`config.mk`:
```
export PLATFORM = sky130hd
export DESIGN_NAME = fini_mul_arbiter
export DESIGN_NICKNAME = d
export VERILOG_FILES = /design/src/rtl/fini_pkg.sv /design/src/rtl/fini_detect_core.sv /design/src/rtl/fini_mul_arbiter.sv
export SDC_FILE = /design/constraint.sdc
export NUM_CORES = 1
export LEC_CHECK = 0
export CAP_MARGIN = 20
export CORE_MARGIN = 5
export CORE_UTILIZATION = 49
export DETAILED_ROUTE_END_ITERATION = 6
export GPL_ROUTABILITY_DRIVEN = 0
export PLACE_DENSITY = 0.84
export SKIP_LAST_GASP = 1
export SYNTH_ARGS = -nofsm -noshare
export SYNTH_HDL_FRONTEND = slang
export SYNTH_HIERARCHICAL = 1
export SYNTH_SLANG_ARGS = --single-unit
```
`constraint.sdc`:
```
create_clock -name clk -period 5.1 [get_ports clk]
set_clock_uncertainty 0.2 [all_clocks]
set_input_delay 0.51 -clock clk [delete_from_list [all_inputs] [get_ports clk]]
set_output_delay 0.51 -clock clk [all_outputs]
set_load 0.05 [all_outputs]
```
`src/rtl/fini_pkg.sv`:
```
// rtl/fini_pkg.sv - shared constants, state encoding and id type for the FINI multiplier arbiter
package fini_pkg;

    localparam int WIDTH_DEFAULT = 6;
    localparam logic [WIDTH_DEFAULT-1:0] FAULT_CODE_DEFAULT = 6'h00;

    // RETRY is only reachable when FINI_RETRY_EN is defined
    typedef enum logic [2:0] {
        IDLE  = 3'd0,
        EXEC  = 3'd1,
        RESP  = 3'd2,
        LOCK  = 3'd3,
        RETRY = 3'd4
    } state_t;

    typedef logic req_id_t;

endpackage

```
`src/rtl/fini_detect_core.sv`:
```
// rtl/fini_detect_core.sv - encoded AND multiplier with codeword-validity detection
module fini_detect_core #(
    parameter int WIDTH = 6
) (
    input  logic [WIDTH-1:0] a_i,
    input  logic [WIDTH-1:0] b_i,
    output logic [WIDTH-1:0] c_o,
    output logic             err_o
);

    // A codeword carries its payload twice: upper half must equal lower half.
    // Bitwise AND preserves that property, so any mismatch means a corrupted
    // operand or a fault inside the AND network.
    localparam int HALF = WIDTH / 2;

    assign c_o   = a_i & b_i;
    assign err_o = (c_o[WIDTH-1:HALF] != c_o[HALF-1:0]);

endmodule

```
`src/rtl/fini_mul_arbiter.sv`:
```
// rtl/fini_mul_arbiter.sv - round-robin sequencer sharing one FINI core; optional retry via FINI_RETRY_EN
module fini_mul_arbiter
    import fini_pkg::*;
#(
    parameter int               WIDTH      = WIDTH_DEFAULT,
    parameter logic [WIDTH-1:0] FAULT_CODE = FAULT_CODE_DEFAULT
) (
    input  logic             clk,
    input  logic             rst,
    input  logic             req0_valid,
    output logic             req0_ready,
    input  logic [WIDTH-1:0] req0_a,
    input  logic [WIDTH-1:0] req0_b,
    input  logic             req1_valid,
    output logic             req1_ready,
    input  logic [WIDTH-1:0] req1_a,
    input  logic [WIDTH-1:0] req1_b,
    output logic             rsp_valid,
    input  logic             rsp_ready,
    output logic             rsp_id,
    output logic [WIDTH-1:0] rsp_c,
    output logic             rsp_fault,
    output logic             alarm,
    input  logic             clear_alarm
);

    state_t           state_q;
    req_id_t          last_q;
    req_id_t          id_q;
    logic [WIDTH-1:0] a_q;
    logic [WIDTH-1:0] b_q;
    logic             rsp_valid_q;
    req_id_t          rsp_id_q;
    logic [WIDTH-1:0] rsp_c_q;
    logic             rsp_fault_q;
    logic             alarm_q;

    req_id_t          grant_id;
    logic             grant_valid;
    logic [WIDTH-1:0] core_c;
    logic             core_err;

    fini_detect_core #(
        .WIDTH (WIDTH)
    ) u_core (
        .a_i   (a_q),
        .b_i   (b_q),
        .c_o   (core_c),
        .err_o (core_err)
    );

    // Grant selection: a lone requester wins; on contention the one not served last wins
    always_comb begin
        grant_valid = req0_valid | req1_valid;
        grant_id    = 1'b0;
        if (req0_valid && req1_valid) begin
            grant_id = ~last_q;
        end else if (req1_valid) begin
            grant_id = 1'b1;
        end
        req0_ready = (state_q == IDLE) && req0_valid && (grant_id == 1'b0);
        req1_ready = (state_q == IDLE) && req1_valid && (grant_id == 1'b1);
    end

    // Sequencer: accept, evaluate (optionally twice), present response, lock on fault
    always_ff @(posedge clk or posedge rst) begin
        if (rst) begin
            state_q     <= IDLE;
            last_q      <= 1'b1;
            id_q        <= 1'b0;
            a_q         <= '0;
            b_q         <= '0;
            rsp_valid_q <= 1'b0;
            rsp_id_q    <= 1'b0;
            rsp_c_q     <= '0;
            rsp_fault_q <= 1'b0;
            alarm_q     <= 1'b0;
        end else begin
            case (state_q)
                IDLE: begin
                    if (grant_valid) begin
                        a_q     <= grant_id ? req1_a : req0_a;
                        b_q     <= grant_id ? req1_b : req0_b;
                        id_q    <= grant_id;
                        last_q  <= grant_id;
                        state_q <= EXEC;
                    end
                end
                EXEC, RETRY: begin
`ifdef FINI_RETRY_EN
                    if (core_err && (state_q == EXEC)) begin
                        state_q <= RETRY;
                    end else
`endif
                    begin
                        // the raw product is discarded whenever detection fires
                        rsp_valid_q <= 1'b1;
                        rsp_id_q    <= id_q;
                        rsp_fault_q <= core_err;
                        rsp_c_q     <= core_err ? FAULT_CODE : core_c;
                        alarm_q     <= alarm_q | core_err;
                        state_q     <= RESP;
                    end
                end
                RESP: begin
                    if (rsp_ready) begin
                        rsp_valid_q <= 1'b0;
                        state_q     <= alarm_q ? LOCK : IDLE;
                    end
                end
                LOCK: begin
                    if (clear_alarm) begin
                        alarm_q <= 1'b0;
                        state_q <= IDLE;
                    end
                end
                default: begin
                    state_q <= IDLE;
                end
            endcase
        end
    end

    assign rsp_valid = rsp_valid_q;
    assign rsp_id    = rsp_id_q;
    assign rsp_c     = rsp_c_q;
    assign rsp_fault = rsp_fault_q;
    assign alarm     = alarm_q;

endmodule

```
==> impl_metrics.tcl, run 1 <==
set metrics [dict create \
    cts-root-buf "clkbuf_4" \
    grt_pass1_vias 929 \
    end_kind "output pin" \
    cts_hold_buf 0 \
    start_util_pct 52.58 \
    fp.dieH_um 62.03 \
    setup_ws_ns 1.947 \
    routedWlPerCell_um 13.95 \
    die_w_um 62.03 \
    antenna_found_initial 0 \
    final_nets 181 \
    wl_met3_um 134 \
    clk_pin_slew_ns 0.12 \
    synth.distinct_cells 24 \
    tns_ns 0 \
    preCtsSetupSlack_ns 1.940 \
    timing.fmax_mhz 317.2 \
    wl_met2_um 1358 \
    yosysTopAreaCell "dfrtp_1" \
    via_per_inst 5.067 \
    grtUsageTotal_pct 14.94 \
    ant_nets 0 \
    dieArea_um2 3847 \
    maxCapViolations 0 \
    drt_wl_total_um 2511 \
    cts_buffer_depth 2 \
    drt-met1-wl_um 986 \
    hpwl_um 2036 \
    period_needed_ns 3.153 \
    syn_area_um2 1326 \
    status "finished, final reports clean" \
    p_per_area_nw_per_um2 576.1 \
    drc 0 \
    setup-violations-final 0 \
    netlist_top_cells_area "dfrtp_1 47%, mux2_2 16%, mux2_4 9.1%" \
    synthTopCellsByCount "25 x dfrtp_1, 19 x mux2_2, 9 x nand2_1" \
    cts_buffers 3 \
    rows 18 \
    synth_top_area_share_pct 47.17 \
    drt_iter0_markers 22 \
    yosysSeqAreaShare_pct 49.15 \
    hold_path_class "flip-flop to flip-flop" \
    ir_drop_mv 0.4191 \
    core_um2 2522 \
    synthFlopType "dfrtp_1" \
    rsz0062_at_grt "no" \
    diodes 0 \
    syn2layout_area_growth_pct 36.04 \
    critPathRequiredTime_ns 4.39 \
    cts_sinks 26 \
    path_class "input pin to output pin" \
    cts_resized 0 \
    relSlewSlack_pct 65.42 \
    drv_slew 0 \
    worstSkewPairLatency_ns 0.31 \
    num_vias 912 \
    htreeDepth 1 \
    synth_enable_flop_cells 0 \
    yosysMostFrequentCell "dfrtp_1" \
    critPathLaunchType "input pin" \
    leakagePower_nw 0.7766 \
    ys_async_sr_fraction_pct 100.0 \
    synth.avg_cell_area_um2 12.40 \
    grt_start_max_net_pins 27 \
    drive_gt1_share_pct 28.67 \
    ys_warn_count 6 \
    fin_crit_sh_pct 61.83 \
    dr.pass1.iters 4 \
    final_hold_viol_count 0 \
    cts_tree "yes" \
    ys_seq_elements 26 \
    worst_pin_slew_ns 0.5171 \
    ios 42 \
    crit_fanout 14 \
    grt_pass1_wl_um 4160 \
    postCtsSetupRepairBufs 0 \
    port_buffers 41 \
    synth_nets 137 \
    grt_overflow 0 \
    synthCells 107 \
    crit_arrival_ns 2.44 \
    top_layer "met4" \
]
report_power, final:
| part | leakage (nW) | switching [mW] | internal (mW) |
|---|---|---|---|
| clock network | 0.0210 | 0.0566 | 0.0436 |
| logic | 0.439 | 0.286 | 0.275 |
| registers | 0.317 | 0.0680 | 0.310 |
registers in the layout (all words and copies together), names as in the netlist:
name,flops
a_q,6
alarm,1
b_q,6
id_q,1
last_q,1
rsp_c,6
rsp_fault,1
rsp_id,1
rsp_valid,1
state_q,2
cell usage in the layout (no fill, tap or decap), types with 2 or more instances in the layout:
master | synthesis | routed
a31oi_1 | 2 | 2
mux2_2 | 19 | 19
mux2_4 | 8 | 8
and2_4 | 6 | 6
dfrtp_1 | 25 | 25
clkdlybuf4s50_1 | 0 | 41
xnor2_1 | 3 | 3
a21oi_1 | 3 | 3
nand2_1 | 9 | 9
nand2b_1 | 8 | 8
o21ai_0 | 8 | 8
inv_1 | 2 | 2
clkbuf_4 | 0 | 3
through the flow:
step	util, %	std cells	hold slack, ns	power [mW]	area (µm²)
after floorplan	-	107	0.2458	0.8021	1326
after global placement	69.00	174	0.2605	0.9246	1740
after detailed placement	69.30	175	0.2620	0.9508	1748
after CTS	70.73	179	0.2924	1.050	1784
after global routing	71.53	180	0.3051	1.111	1804
final	71.53	180	0.2878	1.039	1804
path summary, 6_finish.rpt:
kind,start,to,slack (ns),cells after the start
max,req1_valid,req1_ready,1.95,4
min,rsp_c[4],rsp_c[4],0.29,2
max reg2reg,state_q[0],a_q[4],3.24,4
min reg2reg,rsp_c[4],rsp_c[4],0.29,2
max in group asynchronous,rst,last_q,4.18,3
min in group asynchronous,rst,state_q[1],0.30,3
critical path, cell delays in order:
cell             delay (ns)
clkdlybuf4s50_1        0.49
a21bo_4                0.32
nor3_1                 0.25
clkdlybuf4s50_1        0.87
cell type report:
| type | instances | area, µm² |
|---|---|---|
| fill | 188 | 718.2 |
| multi-input combinational | 75 | 633.1 |
| tap | 30 | 37.54 |
| timing repair buffer | 43 | 437.9 |
| inverter | 2 | 7.507 |
| sequential | 26 | 651.9 |
| clock buffer | 4 | 36.28 |
cell families after synthesis:
group,share of synthesized area [%]
xor+xnor,1.981
simple gates,12.08
buf+inv,3.113
mux,25.19
compound gates,8.491
flops,49.15
per-layer routing:
| layer | up-vias | GRT usage, % |
|---|---|---|
| met5 | - | 0 |
| met4 | 0 | 4.545 |
| met3 | 4 | 3.926 |
| met2 | 23 | 26.63 |
| met1 | 425 | 17.40 |
| li1 | 460 | - |
Power figures use the tool's default switching activity.
==> inputs of run 2 (changes only) <==
Settings changed: CORE_UTILIZATION 49 to 45, PLACE_DENSITY 0.84 to 0.78.
Clock period 5.1 ns to 3.3 ns, I/O delays scaled along.
==> run 2 against run 1 <==
Utilization down 6.8 points; global-route usage down 1.8 points; wire length up 2.3%; clock power up 60%; sequential share of layout area up 0.075 points; first-iteration DRC count down 50%; clock-buffer cell count unchanged; register-to-register slack worse by 1.7 ns; critical path type unchanged; critical endpoint unchanged.
==> impl_metrics.tcl, run 2 (synthesized netlist as in run 1, its figures left out) <==
set metrics [dict create \
    grt_overflow 0 \
    ir_drop_mv 0.7124 \
    grt_start_max_net_pins 27 \
    relSlewSlack_pct 65.92 \
    drt_iter0_markers 11 \
    total_power_mw 1.622 \
    reg2reg_from "last_q" \
    dp_cells 176 \
    num_vias 924 \
    ios 42 \
    critPathRequiredTime_ns 2.77 \
    worst_pin_slew_ns 0.5096 \
    worstSkewPairLatency_ns 0.31 \
    period_needed_ns 2.761 \
    fillCellCount 215 \
    dieArea_um2 4133 \
    grtUsageTotal_pct 13.18 \
    diodes 0 \
    antenna_found_initial 0 \
    path_class "input pin to output pin" \
    maxCapViolations 0 \
    core_um2 2781 \
    cts_resized 0 \
    fin_crit_sh_pct 83.67 \
    hold_path_class "input pin to async pin" \
    final_hold_viol_count 0 \
    regArea_um2 651.9 \
    drv_slew 0 \
    cts-root-buf "clkbuf_4" \
    cts_tree "yes" \
    timing.fmax_mhz 362.2 \
    clk_pin_slew_ns 0.14 \
    crit_arrival_ns 2.23 \
    leakagePower_nw 0.7746 \
    drt_wl_total_um 2569 \
    via_per_inst 5.105 \
    setup-violations-final 0 \
    r2r_cells 3 \
    syn2layout_area_growth_pct 35.75 \
    drc 0 \
    port_buffers 41 \
    cts_buffers 3 \
    tns_ns 0 \
    status "finished, final reports clean" \
    dr.pass1.iters 2 \
    fp.dieH_um 64.29 \
    htreeDepth 1 \
    grt_pass1_wl_um 4429 \
    final_cells 181 \
    cts_buffer_depth 2 \
    drive_gt1_share_pct 28.67 \
    grt_pass1_vias 983 \
    end_kind "output pin" \
    final_nets 181 \
    preCtsSetupSlack_ns 0.5342 \
    start_util_pct 47.68 \
    ant_nets 0 \
    critPathLaunchType "input pin" \
    rows 19 \
    routedWlPerCell_um 14.19 \
    mostFrequentLayoutCells "41 x clkdlybuf4s50_1, 25 x dfrtp_1, 19 x mux2_2" \
    cp-startpoint "req1_valid" \
    cts_hold_buf 0 \
    multi_input_area_um2 633.1 \
    die_w_um 64.29 \
    p_per_area_nw_per_um2 900.7 \
    cts_sinks 26 \
    postCtsSetupRepairBufs 0 \
    final_util_pct 64.73 \
    setup_ws_ns 0.5390 \
    hpwl_um 2019 \
    rsz0062_at_grt "no" \
    crit_fanout 14 \
    layout_commonest_cell "clkdlybuf4s50_1" \
]
run 2: cell counts in the layout (fill, tap and decap cells not counted):
No cell type changed its count.
run 2: layout make-up:
class	instances	area share, %
Sequential cell	26	36.21
Multi-Input combinational cell	75	35.16
Clock buffer	4	2.015
Timing Repair Buffer	43	24.04
Inverter	2	0.4170
Tap cell	31	2.154
run 2: through the flow:
step	area (µm²)	hold slack, ns
CTS	1785	0.3039
global placement	1749	0.2607
finish	1800	0.1064
floorplan	1326	0.1693
detailed placement	1749	0.2729
global route	1800	0.1550
run 2: power by group:
| group | leakage (nW) | switching (mW) | internal (mW) |
|---|---|---|---|
| Combinational | 0.437 | 0.449 | 0.425 |
| Clock | 0.0210 | 0.0925 | 0.0674 |
| Sequential | 0.317 | 0.109 | 0.479 |
| Total | 0.775 | 0.651 | 0.971 |
run 2: critical path, stage by stage:
cell	delay, ns
clkdlybuf4s50_1	0.50
a21bo_4	0.32
nor3_1	0.22
clkdlybuf4s50_1	0.85
run 2: metal layers:
layer	GRT usage [%]	wire, µm	vias up
met1	16.78	1064	441
met4	3.817	9	0
met5	0	0	-
li1	-	-	461
met3	2.452	110	2
met2	22.64	1384	20
run 2: final timing paths:
check / end / slack, ns
max: req1_ready / 0.54
min: rsp_c[1] / 0.11
max reg2reg: a_q[2] / 1.52
min reg2reg: id_q / 0.30
max in group asynchronous: last_q / 2.25
min in group clk: id_q / 0.30
==> inputs of run 3 (changes only) <==
Settings changed: CORE_UTILIZATION 45 to 41, PLACE_DENSITY 0.78 to 0.75.
Clock period 3.3 ns to 2.25 ns, I/O delays scaled along.
==> run 3 against run 2 <==
Design area rose by 2.8%; sequential share of layout area shrank 0.98 points; worst setup slack worse by 0.31 ns; die area increased by 8.2%; utilization is 4.6 points lower; first-iteration DRC count increased to 4.9 times the previous value; highest routed layer unchanged; global-route usage decreased by 0.62 points; sequential power is 47% higher; non-clock buffer count stayed put.
==> impl_metrics.tcl, run 3 (synthesized netlist as in run 1, its figures left out) <==
set metrics [dict create \
    status "finished, final reports clean" \
    crit_arrival_ns 1.60 \
    num_vias 926 \
    drc 0 \
    htreeDepth 1 \
    end_kind "output pin" \
    p_per_area_nw_per_um2 1337 \
    mostFrequentLayoutCells "39 x clkdlybuf4s50_1, 25 x dfrtp_1, 19 x mux2_2" \
    postCtsSetupRepairBufs 0 \
    cts_resized 0 \
    final_cells 194 \
    relSlewSlack_pct 66.14 \
    stdcell_area_um2 1851 \
    grtUsageTotal_pct 12.56 \
    cts_sinks 26 \
    diodes 0 \
    postPlaceCellArea_um2 1798 \
    fp.dieH_um 66.88 \
    antenna_found_initial 0 \
    via_per_inst 4.773 \
    setup_ws_ns 0.2268 \
    ios 42 \
    cts_buffer_depth 2 \
    path_class "flip-flop to output pin" \
    drv_slew 0 \
    total_power_mw 2.475 \
    hold_path_class "input pin to async pin" \
    layout_commonest_cell "clkdlybuf4s50_1" \
    routedWlPerCell_um 13.18 \
    dieArea_um2 4472 \
    setup-violations-final 0 \
    timing.fmax_mhz 494.3 \
    ir_drop_mv 0.7065 \
    cts_buffers 3 \
    worst_pin_slew_ns 0.5064 \
    final_hold_viol_count 0 \
    drt_iter0_markers 54 \
    grt_pass1_wl_um 4236 \
    cts-root-buf "clkbuf_4" \
    die_w_um 66.88 \
    port_buffers 41 \
    rows 20 \
    critPathRequiredTime_ns 1.82 \
    clk_pin_slew_ns 0.14 \
    grt_pass1_vias 979 \
    leakagePower_nw 0.7898 \
    start_util_pct 43.09 \
    tns_ns 0 \
    cts_tree "yes" \
    drt_wl_total_um 2556 \
    hpwl_um 2061 \
    dr.pass1.iters 3 \
    final_nets 181 \
    rsz0062_at_grt "no" \
    cts_hold_buf 0 \
    worstSkewPairLatency_ns 0.33 \
    dp_cells 190 \
    grt_overflow 0 \
    core_um2 3078 \
    drive_gt1_share_pct 30.67 \
    maxCapViolations 0 \
    fin_crit_sh_pct 89.92 \
    crit_fanout 14 \
    ant_nets 0 \
    grt_start_max_net_pins 27 \
    preCtsSetupSlack_ns 0.2102 \
    period_needed_ns 2.023 \
    syn2layout_area_growth_pct 39.53 \
    critPathLaunchType "flip-flop" \
]
==> run 3: stage by stage <==
stage          utilization [%]  hold slack [ns]
4_1_cts                  60.12          0.02925
5_1_grt                  60.12          0.05606
3_5_place_dp             58.41           0.2702
2_1_floorplan                -          0.06428
3_3_place_gp             58.41           0.2598
6_report                 60.12          0.02463
==> run 3: routing by layer <==
metal,up-vias,global-route usage [%],wire length (µm)
li1,456,-,-
met1,437,13.59,976
met2,28,23.64,1412
met3,5,1.686,113
met4,0,6.076,53
met5,-,0,0
==> run 3: cell type report <==
cell class	count	area, µm²
repair buffers	43	445.4
clock buffers	3	22.52
multi-input cells	75	638.1
clock inverters	1	30.03
flip-flops and latches	26	651.9
well taps	44	55.05
inverters	2	7.507
fillers	267	1227
==> run 3: worst paths after layout <==
path                           from          to  slack (ns)  depth (start not counted)
hold / removal                  rst   rsp_fault        0.02                          3
max in group asynchronous       rst      last_q        1.53                          3
min in group clk           rsp_c[0]    rsp_c[0]        0.29                          2
setup reg to reg             last_q      a_q[2]        0.46                          3
setup / recovery             last_q  req0_ready        0.23                          3
hold reg to reg            rsp_c[0]    rsp_c[0]        0.29                          2
==> run 3: critical path, cell delays in order (launching register included) <==
cell and delay, ns:
dfstp_2 0.58, a21bo_4 0.29, and3_2 0.26, buf_12 0.14
==> run 3: where the power goes <==
part / internal, mW / switching (mW)
combinational: 0.637 / 0.651
sequential: 0.702 / 0.159
clock: 0.180 / 0.144
